$ cat config.mk
export PLATFORM = sky130hd
export DESIGN_NAME = bitonic_sort_sequencer
export DESIGN_NICKNAME = d
export VERILOG_FILES = /design/src/rtl/bitonic_sort_sequencer.sv
export SDC_FILE = /design/constraint.sdc
export NUM_CORES = 1
export LEC_CHECK = 0
export CORE_MARGIN = 8
export CORE_UTILIZATION = 55
export CTS_BUF_LIST = sky130_fd_sc_hd__clkbuf_2
export DETAILED_ROUTE_END_ITERATION = 8
export DONT_BUFFER_PORTS = 1
export PLACE_DENSITY_LB_ADDON = 0.2
export SETUP_SLACK_MARGIN = 0.05
export SYNTH_ARGS = -nofsm -noshare
export SYNTH_HDL_FRONTEND = slang
export SYNTH_SLANG_ARGS = --single-unit
$ cat constraint.sdc
create_clock -name clk -period 20 [get_ports clk]
set_input_delay 3 -clock clk [delete_from_list [all_inputs] [get_ports clk]]
set_output_delay 3 -clock clk [all_outputs]
set_load 0.1 [all_outputs]
$ cat src/rtl/bitonic_sort_sequencer.sv
// Time-multiplexed bitonic sorter: loads a frame of 2^LOG_N words, runs the full
// compare-exchange schedule through one shared comparator, then drains ascending.
module bitonic_sort_sequencer #(
  parameter int DATA_WIDTH = 8,
  parameter int LOG_N      = 3
) (
  input  logic                  clk,
  input  logic                  reset,
  input  logic                  in_valid,
  output logic                  in_ready,
  input  logic [DATA_WIDTH-1:0] in_data,
  output logic                  out_valid,
  input  logic                  out_ready,
  output logic [DATA_WIDTH-1:0] out_data,
  output logic                  out_last,
  output logic                  busy
);

  localparam int N = 1 << LOG_N;
  localparam logic [LOG_N-1:0] LAST_IDX  = LOG_N'(N - 1);
  localparam logic [LOG_N-1:0] LAST_PAIR = LOG_N'(N / 2 - 1);
  localparam logic [3:0]       TOP_STAGE = 4'(LOG_N);

  typedef enum logic [1:0] {LOAD, SORT, DRAIN} state_t;

  state_t state, state_next;

  logic [DATA_WIDTH-1:0] mem [N];
  logic [LOG_N-1:0]      wr_idx, rd_idx, pair;
  logic [3:0]            stage, step;   // log2(k) and log2(j)

  logic                  accept_in, accept_out, pass_done;
  logic [LOG_N:0]        pair_ext, low_mask, idx_lo_w, idx_hi_w;
  logic [LOG_N-1:0]      idx_lo, idx_hi;
  logic [DATA_WIDTH-1:0] lo_word, hi_word;
  logic                  ascending, do_swap;

  assign in_ready   = (state == LOAD);
  assign out_valid  = (state == DRAIN);
  assign out_data   = out_valid ? mem[rd_idx] : '0;
  assign out_last   = out_valid && (rd_idx == LAST_IDX);
  assign busy       = (state != LOAD);
  assign accept_in  = in_valid && in_ready;
  assign accept_out = out_valid && out_ready;
  assign pass_done  = (pair == LAST_PAIR) && (step == 4'd0) && (stage == TOP_STAGE);

  // Pair index p becomes element index i by inserting a 0 at bit log2(j); partner is i+j.
  always_comb begin
    pair_ext  = {1'b0, pair};
    low_mask  = ((LOG_N+1)'(1) << step) - (LOG_N+1)'(1);
    idx_lo_w  = ((pair_ext & ~low_mask) << 1) | (pair_ext & low_mask);
    idx_hi_w  = idx_lo_w | (low_mask + (LOG_N+1)'(1));
    idx_lo    = idx_lo_w[LOG_N-1:0];
    idx_hi    = idx_hi_w[LOG_N-1:0];
    ascending = (((idx_lo_w >> stage) & (LOG_N+1)'(1)) == '0);
    lo_word   = mem[idx_lo];
    hi_word   = mem[idx_hi];
    do_swap   = ascending ? (lo_word > hi_word) : (lo_word < hi_word);
  end

  // NOTE: sequential state uses non-blocking assignments so every register
  // samples pre-edge values; blocking here would create order-dependent races.
  always_ff @(posedge clk) begin
    if (reset) state <= LOAD;
    else       state <= state_next;
  end

  // NOTE: next-state is assigned a default before the case so no path leaves
  // it unassigned, which would otherwise infer a latch.
  always_comb begin
    state_next = state;
    case (state)
      LOAD:    if (accept_in && wr_idx == LAST_IDX)   state_next = SORT;
      SORT:    if (pass_done)                          state_next = DRAIN;
      DRAIN:   if (accept_out && rd_idx == LAST_IDX)   state_next = LOAD;
      default: state_next = LOAD;
    endcase
  end

  always_ff @(posedge clk) begin
    if (reset) begin
      wr_idx <= '0;
      rd_idx <= '0;
      pair   <= '0;
      stage  <= 4'd1;
      step   <= 4'd0;
    end else begin
      case (state)
        LOAD: if (accept_in) wr_idx <= wr_idx + LOG_N'(1);
        SORT: begin
          if (pair == LAST_PAIR) begin
            pair <= '0;
            if (step == 4'd0) begin
              if (stage == TOP_STAGE) begin
                stage <= 4'd1;
              end else begin
                stage <= stage + 4'd1;
                step  <= stage;   // new j = (2k)/2 = k
              end
            end else begin
              step <= step - 4'd1;
            end
          end else begin
            pair <= pair + LOG_N'(1);
          end
        end
        DRAIN: if (accept_out) rd_idx <= rd_idx + LOG_N'(1);
        default: ;
      endcase
    end
  end

  // NOTE: the register file is deliberately not reset; its contents are
  // overwritten by every load, and resetting it would cost a reset net per bit.
  always_ff @(posedge clk) begin
    if (!reset) begin
      if (accept_in) begin
        mem[wr_idx] <= in_data;
      end else if (state == SORT && do_swap) begin
        mem[idx_lo] <= hi_word;
        mem[idx_hi] <= lo_word;
      end
    end
  end

endmodule

Word-level counts from Yosys, hierarchy flattened

Memories as Yosys holds them, arrays and structs flattened. A register that Yosys moved wholly into a read port is not among the register bits.
Cells that the tools add are included.

Add/subtract/negate cells: 7
Magnitude comparators: 2
Equality and inequality tests: 10
Shift operators: 2
Multiplexer cells: 22
Bitwise operators: 5
Reduce and logical (&&, ||, !) cells: 18

Operators by type and width:

| cell                                                  | count |
|---|---|
| two-way mux 8 bit                                     | 2 |
| adder 3 x 1 -> 3 bit, second input constant           | 4 |
| two-way mux 3 bit                                     | 4 |
| two-way mux 4 bit                                     | 3 |
| two-way mux 1 bit                                     | 9 |
| AND reduction 3 bit                                   | 3 |
| > comparator 8 bit                                    | 1 |
| logical AND 1 bit                                     | 8 |
| logical NOT 4 bit                                     | 2 |
| < comparator 8 bit                                    | 1 |
| OR reduction 8 bit                                    | 1 |
| equality test 3 bit, second input constant            | 2 |
| two-way mux 2 bit                                     | 3 |
| case mux 2 bit (3 select lines)                       | 1 |
| adder 4 x 1 -> 4 bit, second input constant           | 1 |
| AND 3 x 4 -> 4 bit                                    | 1 |
| equality test 4 x 2 -> 1 bit, second input constant   | 1 |
| inequality test 2 x 1 -> 1 bit, second input constant | 2 |
| inequality test 2 bit, second input constant          | 2 |
| bitwise OR 4 bit                                      | 1 |
| AND reduction 2 bit                                   | 2 |
| left shift 1 x 4 -> 4 bit, first input constant       | 1 |
| right shift 4 x 4 -> 1 bit                            | 1 |
| subtractor 4 x 1 -> 4 bit, second input constant      | 1 |
| 9 further kinds                                       | 9 |

Flip-flop bits (word level): 19
Bits in writable memories: 64
Logic and storage cells: 73
Memories kept: 1

Memories:

| name | words | bits a word | read ports | clocked after Yosys merged registers in | write ports | RTL line | RTL |
|---|---|---|---|---|---|---|---|
| mem  | 8     | 8           | 3          | 1                                       | 2           | 28       | `logic [DATA_WIDTH-1:0] mem [N];` |

Depth between registers and ports, before layout

An unclocked memory read counts as a cell.

Depth in word-level cells: 16
Gate-level depth with buffers: 25
Mapped depth without buffers: 18

Least setup slack after synthesis

No wires, ideal clock.

Kind: flip-flop to flip-flop
Start: register step[0]
End: memory mem[1][0] (enable)
Data arrival time: 6.072 ns
Setup slack: 13.524 ns
Stages on the path, launching flop included: 24
Buffers on the path: 7
Clock period less this slack: 6.476 ns
Path through: dfxtp_1 buf_6 nor4_4 inv_1 clkbuf_1 ha_1 clkbuf_1 or2_2 buf_2 a2bb2oi_1 buf_2 o22ai_1 o22ai_1 o21a_1 inv_1 ha_1 nor2b_1 o211ai_1 a21oi_1 or4b_2 mux2_4 buf_6 buf_8 o311ai_0

RTL lines:

| element                | RTL line | RTL |
|---|---|---|
| from (decl)            | 30       | `logic [3:0] stage, step;` |
| from (signal assigned) | 98       | `step <= stage;` |
| from (signal assigned) | 101      | `step <= step - 4'd1;` |
| to (decl)              | 28       |  |

==> metrics <==
Max IR drop VDD=0.0378 mV; Num CTS Buffers=9; die width=120 um; WL final=17.7 mm; Final Hold Vio Count=0; setup bufs post-CTS=0; Hold WC Path Type=reg2reg; Worst path slowest cell=nor3_2; Starting Density=55.5%; fraction of layout cells with a size suffix above 1=14.4%; RSZ-0062 raised after global routing=false; crit path launch=step[0]$_SDFFE_PP0P_; port bufs=0; WHS=468 ps; Worst Path Required=20270 ps; max incr delay on CP=1070 ps; setup TNS=0 ps; Synth Cell Area=5940 um2; CP Class=reg2reg; # IOs=24; Synth Register Bits=86; post-synth net total=616; first-pass GRT wire length=27.9 mm; TritonCTS clock tree=done; Row Count=38; Worst Setup Start Kind=register; Critical path buffers and inverters=2; CTS sink cnt=86; setup slack at placement=12500 ps; vias=4962; diode count=0; GRT overflow=0; initial antenna violation count=0; drt drc=0; Post-synth EDFFs=64; ys flop type=edfxtp_1; hold path startpoint=rd_idx[2]$_SDFFE_PP0P_; Final period util=38.7%; Period minus WS final=7740 ps; area fraction of the dominant cell type after synthesis=32.4%; post-route design area=6130 um2; outcome=finished, final reports clean; Root Buffer=clkbuf_2; final setup fails=0; P_leak=2.36 nW; CP arrival=8010 ps; H-Tree Depth=3; clk slew on worst S/H paths=210 ps; Worst slew margin=7.46%; crit-path cells=nor4_4 > inv_1 > ha_1 > nor2_1 > a22oi_1 > o22ai_1 > o22ai_1 > o21a_1 > inv_1 > ha_1 > nor2b_1 > o211ai_1 > a21oi_1 > or4b_2 > mux2_4 > nor3_2 > a41o_1; fmax=0.129 GHz; area grow syn2layout=3.20%; Mean Syn Cell Area=10.1 um2; Die Height=120 um; dpl cells=699; Yosys cell types=62; clk buf depth=2; ranking of synthesized cells by area=edfxtp_1 32%, mux2i_1 12%, mux4_2 7.6%; commonest cells in the netlist=80 x nand2_1, 70 x mux2i_1, 64 x edfxtp_1; DRT Pass-1 Iters=7; largest net degree at the start of global routing=31; Post-Syn Instances=588; most frequent cell after synthesis=nand2_1; Worst-Margin Slew=1380 ps; yosys warns=0; final net count=598; Detailed Route Iter0 Violations=880; Post-Layout Cell Count=715; Final WS setup=12260 ps; max-slew violations=0; Routed Antenna Nets=0; vias per cell=6.94; critical path fanouts, max=21; clock skew=42.8 ps; Synth area leader=edfxtp_1; RePlAce Congestion=1.03; FF-to-FF Start=step[0]$_SDFFE_PP0P_; PwrDens=48.3 nW/um2; Async S/R FF share, synth=0%; Top delay family on crit path=simple AND/OR/NAND/NOR gates; worst skew pair latency=640 ps; Seq/Total Area, Yosys=39.8%; max_cap viols=0; vias in the first global route=4750; CTS resizes=0; Core Area=10700 um2; GRT Overall Usage=25.3%; die area=14400 um2; WL/cell=24.8 um; cts hold-fix bufs=0; Critical Path End Type=register; dpl cell area=6050 um2; post-detail-place hpwl=12.1 mm
## flip-flops by register name (all words and copies together), names as in the netlist, named ones only
signal / flops
wr_idx: 3
mem: 64
state: 2
stage: 4
pair: 3
rd_idx: 3
step: 4
## power by group
group / switching (mW) / leakage [nW] / internal [mW]
registers: 0.00249 / 0.756 / 0.194
logic: 0.0124 / 1.54 / 0.00803
clock network: 0.0625 / 0.0608 / 0.0168
## per-layer routing
layer  part of all wire (%)  routed length [um]  global-route usage (%)
met1                     41                7170                    33.8
met3                     11                2040                    6.39
met2                     45                7910                    37.8
met5                      0                   0                       0
met4                    3.3                 578                    11.6
## through the flow
step / util [%] / total power, mW
6_report: 57.3 / 0.296
5_1_grt: 57.3 / 0.307
4_1_cts: 57.3 / 0.297
3_5_place_dp: 56.6 / 0.220
3_3_place_gp: 56.5 / 0.220
2_1_floorplan: - / 0.214
## cell families after synthesis
kind of cell             after synthesis  share of synthesized area [%]
adder cells (fa/ha/maj)               16                           3.37
multiplexers                         101                           21.7
buffers and inverters                 73                           5.62
XOR/XNOR                               6                          0.885
AND/OR/NAND/NOR                      198                           16.1
AO/OA/AOI/OAI                        108                           12.6
flip-flops                            86                           39.8
## placed cells by master, fill, tap and decap left out, types with 5 or more instances in the layout
| cell | netlist | layout |
|---|---|---|
| nor2_2 | 0 | 9 |
| a311oi_1 | 8 | 8 |
| nand2_1 | 80 | 80 |
| mux2i_1 | 70 | 70 |
| inv_1 | 30 | 30 |
| o21ai_0 | 20 | 20 |
| clkbuf_2 | 0 | 12 |
| buf_4 | 4 | 14 |
| nand3_1 | 19 | 19 |
| and3_1 | 9 | 9 |
| nor2_1 | 37 | 28 |
| ha_1 | 16 | 16 |
| or3_1 | 5 | 5 |
| nand2b_1 | 9 | 9 |
| nor3_1 | 11 | 9 |
| mux4_2 | 20 | 20 |
| a21oi_1 | 22 | 21 |
| mux2_2 | 6 | 6 |
| dfxtp_1 | 22 | 22 |
| a31oi_1 | 15 | 15 |
| nor2b_1 | 9 | 9 |
| edfxtp_1 | 64 | 64 |
## layout make-up
class | instances | area [um2]
sequential | 86 | 2360
clock buffer | 12 | 60.1
timing repair buffer | 14 | 105
clock inverter | 4 | 17.5
multi-input combinational | 429 | 3300
inverter | 30 | 113
fill | 927 | 4570
tap | 140 | 175
## worst register-to-register path: cells and delay by family, from the launching register on
family / cells / cell delay, ps
and+or+nand+nor: 5 / 3260
adders and majority gates: 2 / 740
AOI/OAI and AO/OA: 7 / 2100
buffers and inverters: 2 / 420
muxes: 1 / 410
DFF: 1 / 470
## path summary, 6_finish.rpt
path / endpoint / cells after the start / slack [ps]
setup reg to reg: mem[7][2]$_DFFE_PP_ / 17 / 12260
hold reg to reg: register / 2 / 470
setup / recovery: mem[7][2]$_DFFE_PP_ / 17 / 12260
hold / removal: register / 2 / 470
No activity file was read; power rests on OpenSTA's default activity.
